<file path="src/rtl/clk_gate_ctrl.sv">
// Multi-domain automatic clock-gating controller: per-domain idle detection,
// threshold-based gating of the ICG enable, and a fixed-latency wake handshake.
module clk_gate_ctrl #(
    parameter int N_DOM    = 4,
    parameter int CNT_W    = 8,
    parameter int WAKE_LAT = 2,
    parameter int EVT_W    = 16
) (
    input  logic             clk,
    input  logic             rst_n,
    input  logic [N_DOM-1:0] busy,
    input  logic [N_DOM-1:0] wake_req,
    output logic [N_DOM-1:0] wake_ack,
    input  logic [N_DOM-1:0] gate_allow,
    input  logic             force_on,
    input  logic [CNT_W-1:0] idle_thresh,
    output logic [N_DOM-1:0] cg_en,
    output logic [N_DOM-1:0] gated,
    output logic [EVT_W-1:0] evt_cnt
);

    localparam int WL_W = (WAKE_LAT > 1) ? $clog2(WAKE_LAT) : 1;
    localparam logic [WL_W-1:0] WCNT_LAST = WL_W'(WAKE_LAT - 1);
    localparam int SUM_W = EVT_W + 5;

    typedef enum logic [1:0] {
        RUN,
        IDLE_CNT,
        OFF,
        WAKE
    } state_t;

    logic [N_DOM-1:0] gate_evt;

    for (genvar g = 0; g < N_DOM; g++) begin : g_dom
        state_t          state;
        logic [CNT_W-1:0] cnt;
        logic [WL_W-1:0]  wcnt;
        logic             en_q;
        logic             gated_q;
        logic             idle;

        assign idle        = gate_allow[g] & ~busy[g] & ~wake_req[g] & ~force_on;
        assign gate_evt[g] = (state == IDLE_CNT) && idle && (cnt >= idle_thresh);
        assign wake_ack[g] = wake_req[g] && (state == RUN);
        assign cg_en[g]    = en_q;
        assign gated[g]    = gated_q;

        // Enable/gated are flopped alongside the state so the ICG sees a clean register output.
        always_ff @(posedge clk or negedge rst_n) begin
            if (!rst_n) begin
                state   <= RUN;
                cnt     <= '0;
                wcnt    <= '0;
                en_q    <= 1'b1;
                gated_q <= 1'b0;
            end else begin
                unique case (state)
                    RUN: begin
                        if (idle) begin
                            state <= IDLE_CNT;
                            cnt   <= '0;
                        end
                    end
                    IDLE_CNT: begin
                        if (!idle) begin
                            state <= RUN;
                        end else if (cnt >= idle_thresh) begin
                            state   <= OFF;
                            en_q    <= 1'b0;
                            gated_q <= 1'b1;
                        end else begin
                            cnt <= cnt + CNT_W'(1);
                        end
                    end
                    OFF: begin
                        if (!idle) begin
                            state   <= WAKE;
                            wcnt    <= '0;
                            en_q    <= 1'b1;
                            gated_q <= 1'b0;
                        end
                    end
                    WAKE: begin
                        if (wcnt == WCNT_LAST) begin
                            state <= RUN;
                        end else begin
                            wcnt <= wcnt + WL_W'(1);
                        end
                    end
                    default: begin
                        state   <= RUN;
                        en_q    <= 1'b1;
                        gated_q <= 1'b0;
                    end
                endcase
            end
        end
    end

    logic [SUM_W-1:0] evt_sum;
    logic [EVT_W-1:0] evt_next;

    always_comb begin
        evt_sum = SUM_W'(evt_cnt);
        for (int unsigned i = 0; i < N_DOM; i++) begin
            evt_sum = evt_sum + SUM_W'(gate_evt[i]);
        end
        if (evt_sum > SUM_W'({EVT_W{1'b1}})) begin
            evt_next = '1;
        end else begin
            evt_next = evt_sum[EVT_W-1:0];
        end
    end

    always_ff @(posedge clk or negedge rst_n) begin
        if (!rst_n) begin
            evt_cnt <= '0;
        end else begin
            evt_cnt <= evt_next;
        end
    end

endmodule
</file>
<file path="config.mk">
export PLATFORM = sky130hd
export DESIGN_NAME = clk_gate_ctrl
export DESIGN_NICKNAME = d
export VERILOG_FILES = /design/src/rtl/clk_gate_ctrl.sv
export SDC_FILE = /design/constraint.sdc
export NUM_CORES = 1
export LEC_CHECK = 0
export CAP_MARGIN = 20
export CELL_PAD_IN_SITES_DETAIL_PLACEMENT = 1
export CELL_PAD_IN_SITES_GLOBAL_PLACEMENT = 2
export CORE_ASPECT_RATIO = 1.2
export CORE_MARGIN = 2
export CORE_UTILIZATION = 33
export CTS_BUF_LIST = sky130_fd_sc_hd__clkbuf_8
export DETAILED_ROUTE_END_ITERATION = 10
export PLACE_DENSITY = 0.8
export SYNTH_ARGS = -nofsm -noshare
export SYNTH_HDL_FRONTEND = slang
export SYNTH_SLANG_ARGS = --single-unit
</file>
<file path="constraint.sdc">
create_clock -name clk -period 4.1 [get_ports clk]
set_clock_uncertainty 0.05 [all_clocks]
set_input_delay 0.615 -clock clk [delete_from_list [all_inputs] [get_ports clk]]
set_output_delay 0.615 -clock clk [all_outputs]
set_load 0.02 [all_outputs]
</file>
==> metrics.cfg <==
[worst_hold_path]
hold_path.class=in2async

[logic_synthesis]
synth_area_leaders=dfrtp_1 (36%), ha_1 (10%), nand2_1 (5.1%)
netlist.area_leader.share_pct=35.9
synth_common_cells=dfrtp_1 (64), nand2_1 (61), ha_1 (37)
synthesis.nets=550
synth_cells=487
synth_enable_flop_cells=0
synth_seq_area_share_pct=38.3
netlist_area_um2=4460
yosys.cell_types.count=63
synth_flop_cell=dfrtp_1
synth.most_common_cell=dfrtp_1
ys.warnings.count=0
ys_seq_elements=68
avgSynthCellArea_um2=9.16
yosys.area.top_type=dfrtp_1
async_flop_share_pct=100

[grt]
grt.overflow.total=0
grt_pass1_wl_um=22600
grt_pass1_vias=4537
antenna_found_initial=0
grt_max_degree=46
grt_usage_pct=19.8

[detailed_routing]
detail_route.vias_per_cell=5.38
drt_iter0_drc=107
wl_um=13300
ant_nets=0
remaining_drc_errors=0
num_vias=4025
dr.pass1.iters=4
wl_per_cell_um=17.7

[die]
num_rows=46
die_h_um=131
dieArea_um2=14500
initial_core_util_pct=33.7
ios=51
die_w_um=110
core_um2=13200

[power_and_ir_drop]
leakage_nw=2.66
power_density_nw_per_um2=359
vdd_drop_max_v=0.000182

[final_layout]
fin_cells=748
drive_gt1_share_pct=16.9
fin_area_um2=5700
antenna_cells=0
areaGrowthSynthToFinish_pct=27.8
final_nets=638
fill_cells=1573

[placed_design]
place_area_um2=5410
place_congestion=0.864
dp_slack_ns=-0.446
dp_hpwl_um=9830
dp.cells=730
io_buffers=50

[sta]
final.setup.worst_slack_ns=0.151
fin_crit_ns=3.95
finalHoldViolCount=0
fin_setup_tns_ns=0
relSlewSlack_pct=62.5
fmax_ghz=0.253
drv_slew=0
fin_crit_sh_pct=96.3
worst_pin_slew_ns=0.562
setup_violations=0

[clocking]
cts_tree=done
path_clk_slew_ns=0.08
htreeDepth=3
cts_buffers=9
ctsRootBufferMaster=clkbuf_8
worstSkewPairLatency_ns=0.36
cts.path.max_buffers=2
clkSinkCount=68

[critical_path]
worst_ep_required_time_ns=4.32
path_class=in2reg
cp-start-kind=input pin
cp-end-kind=flop
worstPathMaxFanout=5
cp_data_arrival_time_ns=4.17

[status]
status=finished clean

[run]
cap_viol_max_count=0

==> registers in the layout, indices dropped and copies added, names as in the netlist, named ones only <==
register and count:
evt_cnt 16, g_dom.cnt 32, g_dom.en_q 4, g_dom.gated_q 4, g_dom.state 4, g_dom.wcnt 4
==> cell families (layout without fill, tap and decap cells) <==
family,count (synthesis),count (layout),share of synthesized area [%]
AOI/OAI and AO/OA,116,116,17.3
buffers and inverters,47,140,4.65
adders and majority gates,40,40,11.7
DFF,68,68,38.3
muxes,14,14,3.31
xor gates and xnor gates,10,10,1.96
and+or+nand+nor,192,192,22.8
==> per-stage QoR <==
step | power (mW) | hold WS (ns) | util [%]
after global routing | 2.17 | 0.193 | 43.1
after CTS | 2.06 | 0.443 | 42.7
final | 2.05 | 0.172 | 43.1
after detailed placement | 1.40 | 0.451 | 40.9
after global placement | 1.37 | 0.437 | 40.9
after floorplan | 1.18 | 0.269 | -
==> timing repair <==
item                       in CTS  in global routing
buffers inserted                1                  0
gates cloned                    0                  0
setup endpoints to repair       2                 16
gates resized for setup         4                  9
hold buffers                    0                  0
pin swaps                       3                  4
==> power breakdown <==
group          internal, mW  switching, mW
Clock                 0.345          0.301
Combinational         0.238          0.262
Sequential            0.770          0.130
Total                  1.35          0.693
==> cells in the final DEF (no fill, tap or decap), types with 9 or more instances in the layout <==
master,instances
dfrtp_1,64
nand2_1,61
clkdlybuf4s50_1,49
buf_4,47
ha_1,37
nand3_1,29
o21ai_0,28
inv_1,25
a21oi_1,22
nor2_1,21
o211ai_1,14
nor2b_1,12
and3_1,12
nand2b_1,9
clkbuf_8,9
==> metal layers <==
metal	wire length, um	global-route usage [%]	share of wire [%]
met1	5940	24.6	45
met2	6620	33.7	50
met3	430	3.82	3.2
met4	277	7.22	2.1
met5	0	0	0
==> final cells by class <==
class,count,area [um^2],share of cell area (%)
multi-input combinational,372,2590,45.5
sequential,68,1710,29.9
timing repair buffer,98,868,15.2
tap,168,210,3.69
clock buffer,9,124,2.17
clock inverter,7,101,1.78
inverter,26,97.6,1.71
==> critical path, stage by stage <==
cell and delay, ns:
clkdlybuf4s50_1 0.48, inv_2 0.07, ha_1 0.31, a211o_1 0.32
a31oi_2 0.22, o21ai_2 0.12, nand3_1 0.16, fa_1 0.48
fa_2 0.40, inv_1 0.08, fa_2 0.22, nand2_1 0.11
nor4_2 0.15, buf_4 0.17, a31oi_1 0.08, a41oi_1 0.18
==> final timing paths <==
path	startpoint	cells after the start	slack, ns	to
setup / recovery	idle_thresh[2]	16	0.15	evt_cnt[14]
min in group clk	g_dom[3].gated_q	2	0.46	g_dom[3].gated_q
hold reg to reg	g_dom[3].gated_q	2	0.46	g_dom[3].gated_q
max in group asynchronous	rst_n	3	2.97	g_dom[3].en_q
setup reg to reg	g_dom[2].cnt[2]	14	0.48	evt_cnt[14]
hold / removal	rst_n	1	0.17	g_dom[1].gated_q
(Power assumes the default switching activity.)
